**src/rtl/led_seq_pkg.sv**
```systemverilog
// led_seq_pkg: shared mode and state encodings for the LED sequencer
package led_seq_pkg;
    typedef enum logic [1:0] {MODE_MWALK, MODE_MBAR, MODE_AWALK, MODE_ABOUNCE} mode_t;
    typedef enum logic [1:0] {S_IDLE, S_MANUAL, S_AUTO_RUN, S_AUTO_PAUSE} state_t;
endpackage

```
**src/rtl/sw_debounce.sv**
```systemverilog
// sw_debounce: 2-flop synchroniser and stable-level debounce with rise pulse
module sw_debounce #(
    parameter int DEBOUNCE_CYC = 250_000
) (
    input  logic i_clk,
    input  logic i_rst,
    input  logic i_raw,
    output logic o_level,
    output logic o_rise
);
    localparam int CW = $clog2(DEBOUNCE_CYC + 1);
    logic sync1_q, sync2_q, level_q, level_d, rise_q, rise_d;
    logic [CW-1:0] cnt_q, cnt_d;
    logic done;
    always_comb begin
        done    = sync2_q != level_q && cnt_q == CW'(DEBOUNCE_CYC - 1);
        cnt_d   = (sync2_q == level_q || done) ? '0 : cnt_q + CW'(1);
        level_d = done ? sync2_q : level_q;
        rise_d  = level_d & ~level_q;
    end
    always_ff @(posedge i_clk or posedge i_rst) begin
        if (i_rst) begin
            sync1_q <= 1'b0;
            sync2_q <= 1'b0;
            level_q <= 1'b0;
            rise_q  <= 1'b0;
            cnt_q   <= '0;
        end else begin
            sync1_q <= i_raw;
            sync2_q <= sync1_q;
            level_q <= level_d;
            rise_q  <= rise_d;
            cnt_q   <= cnt_d;
        end
    end
    assign o_level = level_q;
    assign o_rise  = rise_q;
endmodule

```
**src/rtl/led_sequencer.sv**
```systemverilog
// led_sequencer: push-button driven N-LED walk/bar sequencer with auto modes
module led_sequencer
    import led_seq_pkg::*;
#(
    parameter int N_LEDS       = 4,
    parameter int DEBOUNCE_CYC = 250_000,
    parameter int AUTO_DIV     = 25_000_000
) (
    input  logic                             i_clk,
    input  logic                             i_rst,
    input  logic                             i_SW1,
    input  logic [1:0]                       i_mode,
    output logic [N_LEDS-1:0]                o_led,
    output logic [$clog2(N_LEDS+1)-1:0]      o_pos,
    output logic                             o_step
);
    localparam int PW = $clog2(N_LEDS + 1);
    localparam int DW = $clog2(AUTO_DIV);
    state_t            state_q, state_d;
    mode_t             mode_q;
    logic [1:0]        mode_s1_q, mode_s2_q;
    logic [PW-1:0]     pos_q, pos_d;
    logic              dir_q, dir_d;
    logic [DW-1:0]     pre_q, pre_d;
    logic [N_LEDS-1:0] led_q, led_d;
    logic              step_q, step_d;
    logic              db_level, db_rise, press, chg, tc, up, at_top, bar;
    sw_debounce #(.DEBOUNCE_CYC(DEBOUNCE_CYC)) u_db (
        .i_clk   (i_clk),
        .i_rst   (i_rst),
        .i_raw   (i_SW1),
        .o_level (db_level),
        .o_rise  (db_rise)
    );
    always_comb begin
        press   = db_rise & db_level;
        chg     = mode_s2_q != mode_q;
        tc      = pre_q == DW'(AUTO_DIV - 1);
        at_top  = pos_q == PW'(N_LEDS);
        up      = dir_q ? !at_top : pos_q == PW'(1);
        state_d = state_q;
        pos_d   = pos_q;
        dir_d   = dir_q;
        pre_d   = pre_q;
        if (chg) begin
            state_d = S_IDLE;
            pos_d   = '0;
            dir_d   = 1'b1;
            pre_d   = '0;
        end else begin
            case (state_q)
                S_IDLE: if (press) begin
                    state_d = mode_q[1] ? S_AUTO_RUN : S_MANUAL;
                    pos_d   = PW'(1);
                    dir_d   = 1'b1;
                    pre_d   = '0;
                end
                S_MANUAL: if (press) begin
                    state_d = at_top ? S_IDLE : S_MANUAL;
                    pos_d   = at_top ? '0 : pos_q + PW'(1);
                end
                S_AUTO_RUN: if (press) begin
                    state_d = S_AUTO_PAUSE;
                    pre_d   = tc ? '0 : pre_q;
                end else if (tc) begin
                    pre_d = '0;
                    if (mode_q == MODE_ABOUNCE) begin
                        pos_d = up ? pos_q + PW'(1) : pos_q - PW'(1);
                        dir_d = up;
                    end else begin
                        pos_d = at_top ? PW'(1) : pos_q + PW'(1);
                    end
                end else begin
                    pre_d = pre_q + DW'(1);
                end
                S_AUTO_PAUSE: if (press) state_d = S_AUTO_RUN;
                default: ;
            endcase
        end
        step_d = pos_d != pos_q;
        bar    = mode_q == MODE_MBAR;
        for (int i = 0; i < N_LEDS; i++)
            led_d[i] = bar ? PW'(i) < pos_d : PW'(i + 1) == pos_d;
    end
    always_ff @(posedge i_clk or posedge i_rst) begin
        if (i_rst) begin
            state_q   <= S_IDLE;
            mode_q    <= MODE_MWALK;
            mode_s1_q <= 2'b00;
            mode_s2_q <= 2'b00;
            pos_q     <= '0;
            dir_q     <= 1'b1;
            pre_q     <= '0;
            led_q     <= '0;
            step_q    <= 1'b0;
        end else begin
            state_q   <= state_d;
            mode_q    <= mode_t'(mode_s2_q);
            mode_s1_q <= i_mode;
            mode_s2_q <= mode_s1_q;
            pos_q     <= pos_d;
            dir_q     <= dir_d;
            pre_q     <= pre_d;
            led_q     <= led_d;
            step_q    <= step_d;
        end
    end
    assign o_led  = led_q;
    assign o_pos  = pos_q;
    assign o_step = step_q;
endmodule
```
**config.mk**
```make
export PLATFORM = sky130hd
export DESIGN_NAME = led_sequencer
export DESIGN_NICKNAME = d
export VERILOG_FILES = /design/src/rtl/led_seq_pkg.sv /design/src/rtl/sw_debounce.sv /design/src/rtl/led_sequencer.sv
export SDC_FILE = /design/constraint.sdc
export NUM_CORES = 1
export LEC_CHECK = 0
export ABC_AREA = 1
export BUFFER_PORTS_ARGS = -buffer_cell sky130_fd_sc_hd__buf_2
export CAP_MARGIN = 10
export CORE_ASPECT_RATIO = 2
export CORE_MARGIN = 1
export CORE_UTILIZATION = 40
export CTS_BUF_LIST = sky130_fd_sc_hd__clkbuf_16
export CTS_CLUSTER_SIZE = 10
export DETAILED_ROUTE_END_ITERATION = 7
export GPL_TIMING_DRIVEN = 0
export PLACE_DENSITY = 0.59
export SLEW_MARGIN = 10
export SYNTH_ARGS = -nofsm -noshare
export SYNTH_HDL_FRONTEND = slang
export SYNTH_HIERARCHICAL = 1
export SYNTH_SLANG_ARGS = --single-unit
```
**constraint.sdc**
```tcl
create_clock -name i_clk -period 2.29 [get_ports i_clk]
set_clock_uncertainty 0.2 [all_clocks]
set_input_delay 0.5725 -clock i_clk [delete_from_list [all_inputs] [get_ports i_clk]]
set_output_delay 0.5725 -clock i_clk [all_outputs]
set_load 0.02 [all_outputs]
```
==> run_results.csv <==
group,metric,value,unit
global_routing,grt_max_degree,31,
layout,final_cell_mix,"nand2_1, nor2_1, nand3_1",
synth,syn_nets,573,
clocking,cts_tree,"done",
synth,synthMuxAreaShare,0,%
layout,layout-drive-gt1-share,19.0,%
critical_path,crit_buf_inv,4,
placement,port_buffers,12,
global_routing,grt_first_pass_wirelength,19.2,mm
global_routing,grt-ovfl-total,0,
layout,diodes,0,
synth,synthAdderAreaFrac,1.87,%
die,die_y,144,um
layout,n_fill_cell,1015,
critical_path,crit_path_end_kind,"register",
critical_path,cp.required,2340,ps
synth,synth_compound_area_share,6.82,%
placement,preCtsSetupSlack,-410,ps
timing,post-route-min-period,2210,ps
timing,fmax,451,MHz
run_status,outcome,"finished, violations left",
layout,nets,618,
power,ir_drop,0.339,mV
layout,multi_input_area,2210,um^2
detailed_routing,drc,0,
die,dieArea,10500,um^2
critical_path,crit_path_cell_trace,"inv_2 > nor2_2 > nand3_2 > nor3_4 > inv_2 > nand3_2 > nand2_4 > inv_4 > buf_6 > nand3_1 > a21oi_1",
die,start_util,41.2,%
synth,synthCells,562,
clocking,cts-root-buf,"clkbuf_16",
timing,fin_tns_setup,0,ps
synth,synth_xor_xnor_area_share,5.01,%
critical_path,critical_path.max_stage_delay,470,ps
min_path,hold_class,"in -> async",
die,num_rows,51,
job,drv_cap,0,
critical_path,worstPathMaxFanout,10,
timing,max_slew_margin,38.0,%
clocking,cts_buffers,9,
detailed_routing,finalWirelength,11.7,mm
synth,synth-seq-cells,64,
detailed_routing,drt_iter0_drc,232,
synth,synth-simple-area-share,38.6,%
detailed_routing,wl_per_cell,15.8,um
detailed_routing,firstDrtPassIters,4,
clocking,clk_pin_slew,60,ps
layout,layout_commonest_cell,"nand2_1",
clocking,worstSkewPairLatency,330,ps
critical_path,critPathTopFamily,"simple AND/OR/NAND/NOR gates",
clocking,h-tree-depth,3,
detailed_routing,vias,3908,
critical_path,slowest_stage,"dfrtp_1",
clocking,clockBufferDepth,2,
timing,whs,-4.24,ps
die,core-area,9760,um^2
timing,max_slew.worst_pin.slew,930,ps
global_routing,track_usage,24.5,%
synth,synth_warnings,6,
global_routing,grt_antenna_before_repair,0,
timing,final-setup-viol-count,0,
die,die_w,72.9,um
run_status,violations,"negative hold slack",
timing,final_hold_viol_count,5,
timing,drv_slew,0,
timing,setup_ws,75.2,ps
layout,seqCellArea,1620,um^2
placement,gp_congestion,0.961,
synth,synthesis.area,4020,um^2
power,power_density,545,nW/um^2
critical_path,start_kind,"register",
detailed_routing,postRouteAntennaNets,0,
synth,synth_top_family_by_area,"simple AND/OR/NAND/NOR gates",
critical_path,worstSetupPathType,"reg -> reg",
critical_path,crit_arrival,2260,ps
synth,syn_avg_cell_area,7.15,um^2
synth,ys_seq_area_share,39.9,%
timing,finalCritPeriodShare,96.7,%
clocking,clock_sinks,64,
synth,synth_cell_types,39,
global_routing,grt_pass1_vias,3961,
placement,hpwl,8.81,mm
detailed_routing,vias_per_cell,5.25,
layout,syn_to_final_growth,20.8,%
power,cellLeakagePower,2.16,nW
die,ioPinCount,13,
==> report_power, final <==
| group | leakage [nW] | internal (mW) | switching, mW |
|---|---|---|---|
| registers | 0.852 | 1.14 | 0.0105 |
| logic | 1.18 | 0.0376 | 0.0962 |
| clock network | 0.131 | 0.839 | 0.519 |
==> metal layers <==
layer  part of all wire, %  up-vias  GRT usage, %  wire length [um]
met5                     0        -             0                 0
met4                   7.0        0          18.0               825
met3                   3.0       58          3.51               351
met2                    55      103          45.5              6480
met1                    35     1830          23.8              4070
li1                      -     1917             -                 -
==> synthesized netlist by cell type (all sizes together) <==
master	count	area (um^2)
a31o	1	8.76
dfrtp	63	1580
nor3	15	103
clkbuf	7	26.3
xor2	18	158
ha	6	75.1
nand2b	1	6.26
xnor2	5	43.8
o21a	1	7.51
and2	3	18.8
nor4	4	25.0
dfstp	1	26.3
nand3	67	355
a21oi	17	85.1
nand3b	2	15.0
o31ai	1	7.51
buf	4	32.5
nor2	90	348
a211oi	1	7.51
a31oi	1	6.26
o21ai	19	95.1
or2	4	25.0
o21bai	2	15.0
a221oi	1	8.76
o41ai	3	26.3
inv	65	244
o22ai	1	6.26
nand4	17	106
nand2	138	536
clkinv	2	10.0
nor3b	2	15.0
==> kinds of logic (layout without fill, tap and decap cells) <==
logic type,Yosys count,count (layout)
xor gates and xnor gates,23,23
DFF,64,64
AOI/OAI and AO/OA,48,48
adders and majority gates,6,6
buffers and inverters,78,128
and+or+nand+nor,343,343
==> layout make-up <==
class | instances | share of cell area [%]
multi-input cells | 420 | 45.6
plain buffers | 9 | 1.13
well taps | 132 | 3.40
inverters | 67 | 5.26
repair buffers | 36 | 5.21
clock buffers | 9 | 4.64
clock inverters | 7 | 1.49
flip-flops and latches | 64 | 33.3
==> flip-flops by register name, summed over array words and instances (netlist names), 2 cells and up <==
register    flops
mode_q          2
mode_s1_q       2
mode_s2_q       2
o_led           4
o_pos           3
pre_q          25
state_q         2
u_db/cnt_q     18
==> through the flow <==
stage	util (%)	hold WS, ps	power (mW)	std cells	area (um^2)
finish	49.7	-4.24	2.65	744	4850
global route	49.7	29.4	2.74	744	4850
CTS	47.6	2.75	2.66	726	4650
detailed placement	43.7	138	1.30	707	4260
global placement	43.5	133	1.29	706	4240
floorplan	-	131	1.25	562	4020
==> path summary, 6_finish.rpt <==
kind | startpoint | to | depth (start not counted) | slack (ps)
max | pre_q[14] | pre_q[8] | 11 | 80
min | i_rst | pre_q[20] | 2 | -4
max reg2reg | pre_q[14] | pre_q[8] | 11 | 80
min reg2reg | u_db/sync1_q | u_db/sync2_q | 0 | 150
max in group asynchronous | i_rst | u_db/cnt_q[4] | 2 | 1050
min in group i_clk | i_mode[0] | mode_s1_q[0] | 1 | 140
==> timing repair <==
item | CTS | global route
resized for setup | 16 | 30
buffers inserted | 4 | 19
setup endpoints to repair | 33 | 29
hold buffers | 0 | 0
hold endpoints to repair | 0 | 0
pin swaps | 3 | 10
Note: power is estimated with default switching activity, not from simulation.
